===== src/rtl/daq_pkg.sv =====
`default_nettype none
// ============================================================================
// Package : daq_pkg
// Desc    : Shared types for the DAQ sample-capture path.
// Rev     : 1.0 - initial release
// ============================================================================
package daq_pkg;

  localparam int c_DAQ_DW  = 16;
  localparam int c_DAQ_NCH = 8;
  localparam int c_DAQ_CW  = $clog2(c_DAQ_NCH);

  typedef enum logic [1:0] {
    ST_IDLE = 2'd0,
    ST_READ = 2'd1,
    ST_DONE = 2'd2
  } state_t;

  typedef struct packed {
    logic                last;
    logic [c_DAQ_CW-1:0] chan;
    logic [c_DAQ_DW-1:0] data;
  } frame_word_t;

endpackage
`default_nettype wire


===== src/rtl/daq_sync_fifo.sv =====
`default_nettype none
// ============================================================================
// Module : daq_sync_fifo
// Desc   : Single-clock register-array FIFO; a push into a full FIFO is taken
//          only when a pop happens in the same cycle.
// Rev    : 1.0 - initial release
// ============================================================================
module daq_sync_fifo #(
  parameter int DEPTH = 16,
  parameter int WIDTH = 8
) (
  input  logic             clk_i,
  input  logic             reset_n_i,
  input  logic             push_i,
  input  logic [WIDTH-1:0] push_data_i,
  output logic             full_o,
  input  logic             pop_i,
  output logic [WIDTH-1:0] pop_data_o,
  output logic             empty_o
);

  localparam int c_AW = $clog2(DEPTH);

  logic [WIDTH-1:0] r_mem [DEPTH];
  logic [c_AW-1:0]  r_wr_ptr;
  logic [c_AW-1:0]  r_rd_ptr;
  logic [c_AW:0]    r_count;
  logic             w_push;
  logic             w_pop;

  assign empty_o = (r_count == '0);
  assign full_o  = (r_count == (c_AW+1)'(DEPTH));
  assign w_pop   = pop_i && !empty_o;
  assign w_push  = push_i && (!full_o || w_pop);

  always_ff @(posedge clk_i or negedge reset_n_i) begin
    if (!reset_n_i) begin
      r_wr_ptr <= '0;
      r_rd_ptr <= '0;
      r_count  <= '0;
    end else begin
      if (w_push) r_wr_ptr <= r_wr_ptr + c_AW'(1);
      if (w_pop)  r_rd_ptr <= r_rd_ptr + c_AW'(1);
      r_count <= r_count + (c_AW+1)'(w_push) - (c_AW+1)'(w_pop);
    end
  end

  always_ff @(posedge clk_i) begin
    if (w_push) r_mem[r_wr_ptr] <= push_data_i;
  end

  // Storage is not reset, so the head is forced to zero while empty.
  assign pop_data_o = empty_o ? '0 : r_mem[r_rd_ptr];

endmodule
`default_nettype wire


===== src/rtl/daq_sample_capture.sv =====
`default_nettype none
// ============================================================================
// Module : daq_sample_capture
// Desc   : Captures one NCH-channel ADC frame per conversion into a tagged FIFO.
// Rev    : 1.0 - initial release
// ============================================================================
module daq_sample_capture
  import daq_pkg::*;
#(
  parameter int DW     = c_DAQ_DW,
  parameter int NCH    = c_DAQ_NCH,
  parameter int SETTLE = 1,
  parameter int DEPTH  = 16
) (
  input  logic                   clk_i,
  input  logic                   reset_n_i,
  input  logic                   en_i,
  input  logic                   busy_i,
  input  logic                   rdclk_i,
  input  logic [DW-1:0]          data_i,
  output logic                   rd_en_o,
  output logic [DW-1:0]          m_data_o,
  output logic [$clog2(NCH)-1:0] m_chan_o,
  output logic                   m_last_o,
  output logic                   m_valid_o,
  input  logic                   m_ready_i,
  output logic                   frame_done_o,
  output logic                   overflow_o,
  input  logic                   clear_i
);

  localparam int              c_CW        = $clog2(NCH);
  localparam int              c_FW        = 1 + c_CW + DW;
  localparam logic [c_CW-1:0] c_LAST_CHAN = c_CW'(NCH - 1);

  typedef struct packed {
    logic            last;
    logic [c_CW-1:0] chan;
    logic [DW-1:0]   data;
  } word_t;

  state_t          r_state;
  state_t          w_state_nxt;
  logic            r_busy_q;
  logic            r_rdclk_q;
  logic [c_CW-1:0] r_chan;
  logic [1:0]      r_settle_cnt;
  logic            r_settle_act;
  logic            r_overflow;

  logic  w_busy_fall;
  logic  w_edge_take;
  logic  w_sample;
  logic  w_chan_last;
  logic  w_full;
  logic  w_empty;
  logic  w_pop;
  logic  w_drop;
  word_t w_push_word;
  word_t w_head;

  assign w_busy_fall = r_busy_q && !busy_i;
  assign w_edge_take = (r_state == ST_READ) && !r_rdclk_q && rdclk_i && !r_settle_act;
  assign w_chan_last = (r_chan == c_LAST_CHAN);

  // With SETTLE=0 the edge cycle itself is the sample cycle.
  assign w_sample = (r_state == ST_READ) &&
                    ((SETTLE == 0) ? w_edge_take : (r_settle_act && r_settle_cnt == 2'd1));

  assign w_pop  = m_valid_o && m_ready_i;
  assign w_drop = w_sample && w_full && !w_pop;

  always_ff @(posedge clk_i or negedge reset_n_i) begin
    if (!reset_n_i) begin
      r_busy_q  <= 1'b0;
      r_rdclk_q <= 1'b0;
    end else begin
      r_busy_q  <= busy_i;
      r_rdclk_q <= rdclk_i;
    end
  end

  always_ff @(posedge clk_i or negedge reset_n_i) begin
    if (!reset_n_i) begin
      r_settle_cnt <= 2'd0;
      r_settle_act <= 1'b0;
    end else if (r_settle_act) begin
      r_settle_cnt <= r_settle_cnt - 2'd1;
      if (r_settle_cnt == 2'd1) r_settle_act <= 1'b0;
    end else if (w_edge_take && SETTLE != 0) begin
      r_settle_cnt <= 2'(SETTLE);
      r_settle_act <= 1'b1;
    end
  end

  always_ff @(posedge clk_i or negedge reset_n_i) begin
    if (!reset_n_i) r_state <= ST_IDLE;
    else            r_state <= w_state_nxt;
  end

  always_comb begin
    w_state_nxt = r_state;
    case (r_state)
      ST_IDLE: if (w_busy_fall && en_i)       w_state_nxt = ST_READ;
      ST_READ: if (w_sample && w_chan_last)   w_state_nxt = ST_DONE;
      ST_DONE:                                w_state_nxt = ST_IDLE;
      default:                                w_state_nxt = ST_IDLE;
    endcase
  end

  // Channel advances on every sample, dropped or not, to keep frame alignment.
  always_ff @(posedge clk_i or negedge reset_n_i) begin
    if (!reset_n_i) begin
      r_chan <= '0;
    end else if (r_state == ST_IDLE && w_busy_fall && en_i) begin
      r_chan <= '0;
    end else if (w_sample && !w_chan_last) begin
      r_chan <= r_chan + c_CW'(1);
    end
  end

  always_ff @(posedge clk_i or negedge reset_n_i) begin
    if (!reset_n_i)   r_overflow <= 1'b0;
    else if (w_drop)  r_overflow <= 1'b1;
    else if (clear_i) r_overflow <= 1'b0;
  end

  assign w_push_word.last = w_chan_last;
  assign w_push_word.chan = r_chan;
  assign w_push_word.data = data_i;

  daq_sync_fifo #(
    .DEPTH (DEPTH),
    .WIDTH (c_FW)
  ) u_fifo (
    .clk_i       (clk_i),
    .reset_n_i   (reset_n_i),
    .push_i      (w_sample),
    .push_data_i (w_push_word),
    .full_o      (w_full),
    .pop_i       (m_ready_i),
    .pop_data_o  (w_head),
    .empty_o     (w_empty)
  );

  assign rd_en_o      = (r_state == ST_READ);
  assign frame_done_o = (r_state == ST_DONE);
  assign overflow_o   = r_overflow;
  assign m_valid_o    = !w_empty;
  assign m_last_o     = w_head.last;
  assign m_chan_o     = w_head.chan;
  assign m_data_o     = w_head.data;

endmodule
`default_nettype wire


===== config.mk =====
export PLATFORM = sky130hd
export DESIGN_NAME = daq_sample_capture
export DESIGN_NICKNAME = d
export VERILOG_FILES = /design/src/rtl/daq_pkg.sv /design/src/rtl/daq_sync_fifo.sv /design/src/rtl/daq_sample_capture.sv
export SDC_FILE = /design/constraint.sdc
export NUM_CORES = 1
export LEC_CHECK = 0
export ABC_AREA = 1
export CORE_MARGIN = 8
export CORE_UTILIZATION = 57
export CTS_BUF_LIST = sky130_fd_sc_hd__clkbuf_4
export CTS_CLUSTER_DIAMETER = 150
export DETAILED_ROUTE_END_ITERATION = 7
export PLACE_DENSITY = 0.78
export SETUP_SLACK_MARGIN = 0.5
export SYNTH_ARGS = -nofsm -noshare
export SYNTH_HDL_FRONTEND = slang
export SYNTH_SLANG_ARGS = --single-unit

===== constraint.sdc =====
create_clock -name clk_i -period 2.2 [get_ports clk_i]
set_input_delay 0.66 -clock clk_i [delete_from_list [all_inputs] [get_ports clk_i]]
set_output_delay 0.66 -clock clk_i [all_outputs]
set_load 0.02 [all_outputs]

# Word-level counts from Yosys, hierarchy flattened

Memory sizes are Yosys's and may differ from the RTL's.
Cells that the tools add are included.
Widths: inputs -> output; s select.

Reductions and logical operators: 29
$add $sub $neg: 6
Equality and inequality tests: 7
Multiplexer cells: 15

Operators by type and width:

| operator            | count |
|---|---|
| $mux 20             | 1 |
| $logic_and 1x1->1   | 15 |
| $add 4x1->4 const B | 2 |
| $mux 2              | 4 |
| $logic_not 1->1     | 7 |
| $mux 1              | 7 |
| $mux 3              | 2 |
| $reduce_bool 2->1   | 3 |
| $add 5x1->5         | 1 |
| $eq 5x5->1 const B  | 1 |
| $logic_not 5->1     | 1 |
| $sub 5x1->5         | 1 |
| $eq 2x1->1 const B  | 2 |
| $pmux 2 s2          | 1 |
| $add 3x1->3 const B | 1 |
| $eq 3x3->1 const B  | 1 |
| $eq 2x2->1 const B  | 1 |
| $logic_not 2->1     | 1 |
| $ne 2x1->1 const B  | 1 |
| $ne 2x2->1 const B  | 1 |
| $reduce_and 2->1    | 1 |
| $sub 2x1->2 const B | 1 |
| $logic_or 1x1->1    | 1 |

RAM bits: 320
Memories kept: 1
Output and inout port bits: 24
Bits in registers: 24

Memories:

| name         | depth | width | rd ports | clocked after Yosys merged registers in | write ports | RTL line            | RTL |
|---|---|---|---|---|---|---|---|
| u_fifo.r_mem | 16    | 20    | 1        | 0                                       | 1           | daq_sync_fifo.sv:24 | `logic [WIDTH-1:0] r_mem [DEPTH];` |

# Logic depth before layout (Yosys ltp)

Gate-level depths: netlist (run 1).

Depth after elaboration: 7
Mapped depth: 15

# By module

Synthesis (run 1) repeated with hierarchy kept, for this count alone.

Cell total of the unflattened synthesis: 1211
Area total of the unflattened synthesis: 14169.8 sq um

Modules (own cells, without submodules):

| module             | instances | cells each | area each (sq um) |
|---|---|---|---|
| daq_sync_fifo      | 1         | 1151       | 13643.1 |
| daq_sample_capture | 1         | 60         | 526.8 |

# Least setup slack after synthesis (run 1)

No wires, ideal clock.

Path kind: reg-to-reg
Start point: register u_fifo.r_count[2]
End point: register u_fifo.r_count[4]
Slack: -302 ps
Library setup time: 128 ps
Stages on the path, launching flop included: 16
Buffers on the path: 0
Period minus slack after synthesis: 2502 ps
Arrival time: 2375 ps
Data required time: 2072 ps
Path through: dfrtp_1 -> inv_1 -> ha_1 -> nand2_1 -> nor2_1 -> nand2_1 -> nand2_1 -> nor2_1 -> inv_1 -> nand2_1 -> ha_1 -> inv_1 -> fa_1 -> o21ai_0 -> a21oi_1 -> xor2_1

Word-level cells in the longest chain between the ends: 7

RTL lines:

| element                  | RTL line                 | RTL |
|---|---|---|
| start: declaration       | daq_sync_fifo.sv:27      | `logic [c_AW:0] r_count;` |
| start signal: assignment | daq_sync_fifo.sv:44      | `r_count <= r_count + (c_AW+1)'(w_push) - (c_AW+1)'(w_pop);` |
| $logic_not 5->1 (*)      | daq_sync_fifo.sv:31      | `assign empty_o = (r_count == '0);` |
| $logic_not 1->1 (*)      | n/a                      |  |
| net m_valid_o            | daq_sample_capture.sv:25 | `output logic m_valid_o,` |
| $logic_and 1x1->1 (*)    | daq_sync_fifo.sv:33      | `assign w_pop = pop_i && !empty_o;` |
| $logic_or 1x1->1         | daq_sync_fifo.sv:34      | `assign w_push = push_i && (!full_o \|\| w_pop);` |
| $logic_and 1x1->1        | daq_sync_fifo.sv:34      |  |
| $add 5x1->5              | daq_sync_fifo.sv:44      |  |
| $sub 5x1->5 (*)          | daq_sync_fifo.sv:44      |  |

Mark *: on every way through the listed nets, which the timed path passes. The rest lies on a longest branch.
A chain may end at the register's enable or synchronous reset.

# Final worst setup path (run 1)

Start point: register u_fifo.r_rd_ptr[0]
End point: output m_chan_o[0]

Word-level cells in the longest chain between the ends: 2

RTL lines:

| element                  | RTL line                 | RTL |
|---|---|---|
| start: declaration       | daq_sync_fifo.sv:26      | `logic [c_AW-1:0] r_rd_ptr;` |
| start signal: assignment | daq_sync_fifo.sv:43      | `if (w_pop) r_rd_ptr <= r_rd_ptr + c_AW'(1);` |
| $mem_v2 16x20            | n/a                      |  |
| $mux 20                  | daq_sync_fifo.sv:53      | `assign pop_data_o = empty_o ? '0 : r_mem[r_rd_ptr];` |
| end: declaration         | daq_sample_capture.sv:23 | `output logic [$clog2(NCH)-1:0] m_chan_o,` |

No other way between the ends.

==> results of run 1 <==
==> per-layer routing <==
layer | wire length (um) | up-vias
met5 | 0 | -
li1 | - | 4648
met3 | 6100 | 222
met1 | 14370 | 5311
met4 | 2495 | 0
met2 | 21610 | 1073
==> cell families after synthesis <==
logic type,count (synthesis)
AND/OR/NAND/NOR,703
flip-flops,344
buffers and inverters,98
AO/OA/AOI/OAI,31
adder cells (fa/ha/maj),14
XOR/XNOR,11
==> per-stage QoR <==
| step | util | std cells | TNS, ps |
|---|---|---|---|
| finish | 0.7683 | 1789 | -17830 |
| global route | 0.7683 | 1789 | -19550 |
| CTS | 0.7381 | 1764 | -15540 |
| detailed placement | 0.6603 | 1589 | -147710 |
| global placement | 0.6603 | 1589 | -141690 |
| floorplan | - | 1201 | 0 |
==> cell usage in the layout, fill, tap and decap left out, drive strengths merged <==
master / count
a21oi: 23
buf: 163
bufinv: 3
clkbuf: 121
clkdlybuf4s50: 22
clkinv: 18
clkinvlp: 1
dfrtp: 24
diode: 1
edfxtp: 320
fa: 1
ha: 13
inv: 33
nand2: 427
nand3: 249
nand3b: 1
nor2: 25
nor3: 1
o21ai: 6
o22ai: 1
o31ai: 1
xnor2: 1
xor2: 10
==> Yosys cell counts (all sizes together) <==
cell	number	area [um2]
nand3b	1	7.510
edfxtp	320	9609
o21ai	6	30.03
nand2	427	1605
o22ai	1	6.260
nor3	1	5.000
a21oi	23	115.1
dfrtp	24	600.6
xnor2	1	8.760
buf	58	346.6
fa	1	20.02
inv	31	118.9
clkbuf	9	33.78
nand3	249	1246
ha	13	162.7
o31ai	1	7.510
nor2	25	96.35
xor2	10	87.58
==> sequential cells by signal, summed over array words and instances (netlist names), 2 cells and up <==
| name | count |
|---|---|
| u_fifo.r_count | 5 |
| u_fifo.r_mem | 320 |
| r_settle_cnt | 2 |
| r_state | 2 |
| u_fifo.r_rd_ptr | 4 |
| u_fifo.r_wr_ptr | 4 |
| r_chan | 3 |
==> timing repair <==
action / 4_1_cts / 5_1_grt
gates resized for setup: 214 / 96
pin swaps: 34 / 71
setup endpoints to repair: 350 / 356
setup buffers: 26 / 15
cloned: 13 / 9
==> worst register-to-register path, delay by kind of cell (launching register included) <==
family / cells / cell delay (ps)
adder cells (fa/ha/maj): 3 / 670
AND/OR/NAND/NOR: 6 / 520
flip-flops: 1 / 390
buffers and inverters: 3 / 260
AO/OA/AOI/OAI: 2 / 240
XOR/XNOR: 1 / 150
==> power by group <==
part / total [uW] / leakage [uW] / switching (uW) / internal (uW)
clock: 5330 / 0.000605 / 2610 / 2720
sequential: 8020 / 0.00318 / 347 / 7680
combinational: 12500 / 0.00337 / 7340 / 5180
total: 25900 / 0.00715 / 10300 / 15600
==> layout make-up <==
class | count | area, um2
Antenna cell | 1 | 2.502
Clock buffer | 113 | 848.3
Clock inverter | 23 | 176.4
Fill cell | 1230 | 5634
Inverter | 31 | 141.4
Multi-Input combinational cell | 759 | 4145
Sequential cell | 344 | 10210
Tap cell | 324 | 405.4
Timing Repair Buffer | 193 | 2743
Timing Repair inverter | 1 | 8.758
==> final timing paths <==
check	endpoint	start	cells after the start	slack, ps
worst max-delay path	m_chan_o[0]	u_fifo.r_rd_ptr[0]$_DFFE_PN0P_	10	-1000
worst min-delay path	u_fifo.r_rd_ptr[0]$_DFFE_PN0P_	reset_n_i	2	340
worst max register to register	u_fifo.r_count[4]$_DFF_PN0_	u_fifo.r_count[2]$_DFF_PN0_	15	-150
worst min register to register	r_settle_cnt[1]$_DFFE_PN0P_	r_settle_act$_DFF_PN0_	2	520
max in group asynchronous	u_fifo.r_rd_ptr[1]$_DFFE_PN0P_	reset_n_i	2	1540
min in group clk_i	r_rdclk_q$_DFF_PN0_	rdclk_i	1	460
==> metrics.yaml, run 1 <==
synth:
  ys_ff_latch: 344
  synth_area_per_cell_um2: 11.75
  ys_warn_count: 0
  synth_fa_ha_area_frac: 0.01295
  synth_top_family_by_area: "simple AND/OR/NAND/NOR gates"
  netlist_area_um2: 14110
  syn_nets: 1238
  synth-simple-area-share: 0.2098
  yosys.area_share.xor_xnor: 0.006829
  synth.area.mux_share: 0
  synthCells: 1201
  synth_compound_area_frac: 0.01126
  ys_types: 26
  yosysSeqAreaShare: 0.7237
placement:
  globalplace.congestion: 0.8121
  post-place-ws_ps: -586.6
  io_buffer_count: 46
  dp_hpwl_um: 20130
  dpl_cell_area_um2: 16060
global_route:
  busiest_layer: "met2"
  use_met2: 0.4248
  grt_pass1_vias: 10850
  use_met3: 0.05946
  grtUsageMet1: 0.3253
  overflow: 0
  track_usage: 0.2635
  antenna_found_initial: 1
  grt_max_degree: 43
  grt_pass1_wl_um: 60910
worst_setup_path:
  critical_path_class: "register to output pin"
  crit_fanout: 6
  path_buf_inv: 4
  crit_family: "buffers and inverters"
  cp.required_ps: 1540
  cp-start-kind: "register"
  endpoint_kind: "output pin"
  crit_chain: "buf_12 > buf_12 > buf_16 > nand2_1 > nand3_1 > nand3_1 > nand2_1 > nand2_2 > a21oi_4 > buf_6"
  critPathSlowestCell: "dfrtp_4"
  cpPeakStageDelay_ps: 570
  arrival_ps: 2540
status:
  status: "finished with violations"
  violations: "negative setup slack"
power_and_ir_drop:
  report.power.total_uw: 25880
  power.leakage_uw: 0.007151
  powerDensity_nw_per_um2: 1385
  peakVddDrop_mv: 0.7617
min_path:
  holdCritPathClass: "primary input to asynchronous set/reset pin"
die:
  row_count: 57
  die_w_um: 173.3
  die_h_um: 173.3
  core_um2: 24320
  die_area_um2: 30040
  initial_core_util: 0.5801
  ios: 47
route:
  drt-total-wl_um: 44570
  num_vias: 11250
  routed_via_density: 6.291
  route.detailed.drc: 0
  postRouteAntennaNets: 0
  wl_per_cell_um: 24.92
  firstDrtPassIters: 6
  drt_iter0_drc: 1596
finish:
  layout.nets: 1450
  fin_area_um2: 18690
  drive_gt1_frac: 0.3122
  areaGrowthSynthToFinish_pct: 32.45
timing:
  layout_setup_ws_ps: -997.4
  clock_skew_ps: 60.68
  rsz0062_at_grt: "yes"
  finalSetupViolations: 24
  fin_crit_sh: 1.453
  finalHoldViolCount: 0
  fin_crit_ps: 3197
  fmax_mhz: 312.7
  holdWs_ps: 338.7
  max_slew_margin: 0.5558
  tightest_slew_ps: 666.3
  maxSlewViolCount: 0
clock_tree:
  postCtsHoldBufs: 0
  clock_latency_ps: 730
  cts_tree: "yes"
  path_clk_slew_ps: 80
  root_buffer: "clkbuf_4"
  cts.sinks: 344
  clockBufferDepth: 3
  numCtsBuffers: 83
  cts-htree-levels: 3
job:
  maxCapViolations: 0
Power figures use the tool's default switching activity.
==> run 2, diff against run 1 <==
Settings changed: CORE_UTILIZATION 57 to 60.
Clock period 2.2 ns to 3.2 ns, I/O delays scaled along.
==> run 2 against run 1 <==
  * The flow still finishes with violations (negative setup slack)
  * Worst setup slack improved by 770 ps
  * Clock-buffer cell count rose by 10
  * Highest routed layer unchanged
  * Largest power group unchanged
  * Critical endpoint is now m_data_o[13]
  * Wire length fell by 10%
  * Die area fell by 4.5%
  * Register-to-register slack improved by 850 ps
  * Cell count fell by 2.7%
  * First-iteration DRC count fell by 18%
==> metrics.yaml, run 2 (synthesis gave the netlist of run 1 again) <==
status:
  status: "finished with violations"
  violations: "negative setup slack"
placement:
  io_buffer_count: 46
  placed_cells: 1556
  dp_hpwl_um: 19110
  globalplace.congestion: 0.8171
  dpl_cell_area_um2: 15330
timing:
  clock_skew_ps: 41.83
  maxSlewViolCount: 0
  max_slew_margin: 0.3794
  finalHoldViolCount: 0
  fin_crit_ps: 3429
  layout_setup_ws_ps: -229.1
  tightest_slew_ps: 928.0
  finalSetupViolations: 20
  fmax_mhz: 291.6
  fin_crit_sh: 1.072
  rsz0062_at_grt: "yes"
global_route:
  overflow: 0
  grt_pass1_vias: 9934
  grt_max_degree: 71
  grt_pass1_wl_um: 53590
  antenna_found_initial: 2
  track_usage: 0.2437
route:
  route.detailed.drc: 0
  drt-total-wl_um: 40040
  wl_per_cell_um: 23.00
  num_vias: 10600
  drt_iter0_drc: 1307
  firstDrtPassIters: 8
  postRouteAntennaNets: 0
  routed_via_density: 6.089
die:
  core_um2: 23260
  ios: 47
  die_w_um: 169.3
  die_area_um2: 28670
  initial_core_util: 0.6064
  die_h_um: 169.3
  row_count: 56
worst_setup_path:
  crit_fanout: 7
  ff2ff_path_depth: 17
  endpoint_kind: "output pin"
  r2r_setup_slack_ps: 700
  cp.required_ps: 2240
  cp-start-kind: "register"
  r2r_end: "u_fifo.r_count[4]$_DFF_PN0_"
  arrival_ps: 2470
  critical_path_class: "register to output pin"
  regToRegStartpoint: "u_fifo.r_count[3]$_DFF_PN0_"
clock_tree:
  clock_latency_ps: 710
  root_buffer: "clkbuf_4"
  cts.sinks: 344
  clockBufferDepth: 3
  path_clk_slew_ps: 60
  numCtsBuffers: 82
  cts-htree-levels: 3
  cts_tree: "yes"
  postCtsHoldBufs: 0
finish:
  drive_gt1_frac: 0.2326
  largest_reg_flops: 320
  layout.nets: 1396
  reg.largest.list: "u_fifo.r_mem x320, u_fifo.r_count x5"
  fin_area_um2: 17440
  layout_common_cells: "nand2_1 (405), edfxtp_1 (320), nand3_1 (228)"
  stdcell_count: 1741
  final_common_cell: "nand2_1"
  areaGrowthSynthToFinish_pct: 23.64
  top_register: "u_fifo.r_mem"
job:
  maxCapViolations: 0
min_path:
  min-delay-start: "r_settle_act$_DFF_PN0_"
  whs_path_depth: 2
  holdCritPathClass: "register to register"
  min_to: "r_settle_cnt[1]$_DFFE_PN0P_"
power_and_ir_drop:
  powerDensity_nw_per_um2: 953.8
  peakVddDrop_mv: 0.5947
  power.leakage_uw: 0.006749
run 2: per-stage QoR:
| step | power (uW) | hold slack [ps] | util | worst slack (ps) | TNS, ps |
|---|---|---|---|---|---|
| floorplan | 9129 | 463.7 | - | 576.4 | 0 |
| global placement | 11050 | 473.2 | 0.6592 | 47.56 | 0 |
| detailed placement | 11210 | 495.0 | 0.6592 | 16.34 | 0 |
| CTS | 15040 | 514.4 | 0.7130 | -147.8 | -2494 |
| global route | 17320 | 533.3 | 0.7498 | -292.8 | -4601 |
| finish | 16640 | 512.9 | 0.7498 | -229.1 | -2943 |
run 2: worst max path at each step:
| stage | from | end | slack [ps] |
|---|---|---|---|
| detailed placement | u_fifo.r_rd_ptr[0]$_DFFE_PN0P_ | m_data_o[14] | 20 |
| floorplan | m_ready_i | u_fifo.r_mem[0][0]$_DFFE_PP_ | 580 |
| finish | u_fifo.r_rd_ptr[0]$_DFFE_PN0P_ | m_data_o[13] | -230 |
| global placement | u_fifo.r_rd_ptr[0]$_DFFE_PN0P_ | m_data_o[14] | 50 |
| CTS | u_fifo.r_rd_ptr[0]$_DFFE_PN0P_ | m_data_o[13] | -150 |
| global route | u_fifo.r_rd_ptr[0]$_DFFE_PN0P_ | m_data_o[13] | -290 |
run 2: power breakdown:
| part | leakage, uW | internal [uW] | switching, uW | total, uW |
|---|---|---|---|---|
| Clock | 0.000618 | 1830 | 1720 | 3550 |
| Sequential | 0.00318 | 5280 | 221 | 5500 |
| Combinational | 0.00295 | 3040 | 4540 | 7590 |
run 2: final cells by class:
cell class | instances | area (um2)
clock inverters | 21 | 108.9
fillers | 1345 | 5821
diodes | 3 | 7.507
well taps | 319 | 399.1
repair buffers | 140 | 1946
clock buffers | 123 | 923.4
inverters | 31 | 142.6
flip-flops and latches | 344 | 10210
multi-input cells | 759 | 3684
repair inverters | 1 | 16.27
run 2: worst max-delay path, stage by stage, from the launching register on:
cell	delay (ps)
dfrtp_4	440
buf_12	180
buf_12	160
clkbuf_16	170
nand2_1	60
nand3_1	110
nand3_1	100
nand2_1	120
nand2_2	80
a21oi_2	190
buf_6	150
run 2: metal layers:
layer / share of wire / global-route usage / vias to the layer above
li1: - / - / 4548
met1: 0.35 / 0.3115 / 5016
met2: 0.48 / 0.4026 / 862
met3: 0.12 / 0.04815 / 175
met4: 0.047 / 0.1054 / 0
met5: 0 / 0 / -
run 2: what timing repair did:
action | in CTS | in global routing
setup buffers | 7 | 5
resized for setup | 135 | 82
endpoints found under the hold margin | 0 | 0
pin swaps | 6 | 18
endpoints found under the setup margin | 23 | 22
gates cloned | 5 | 21
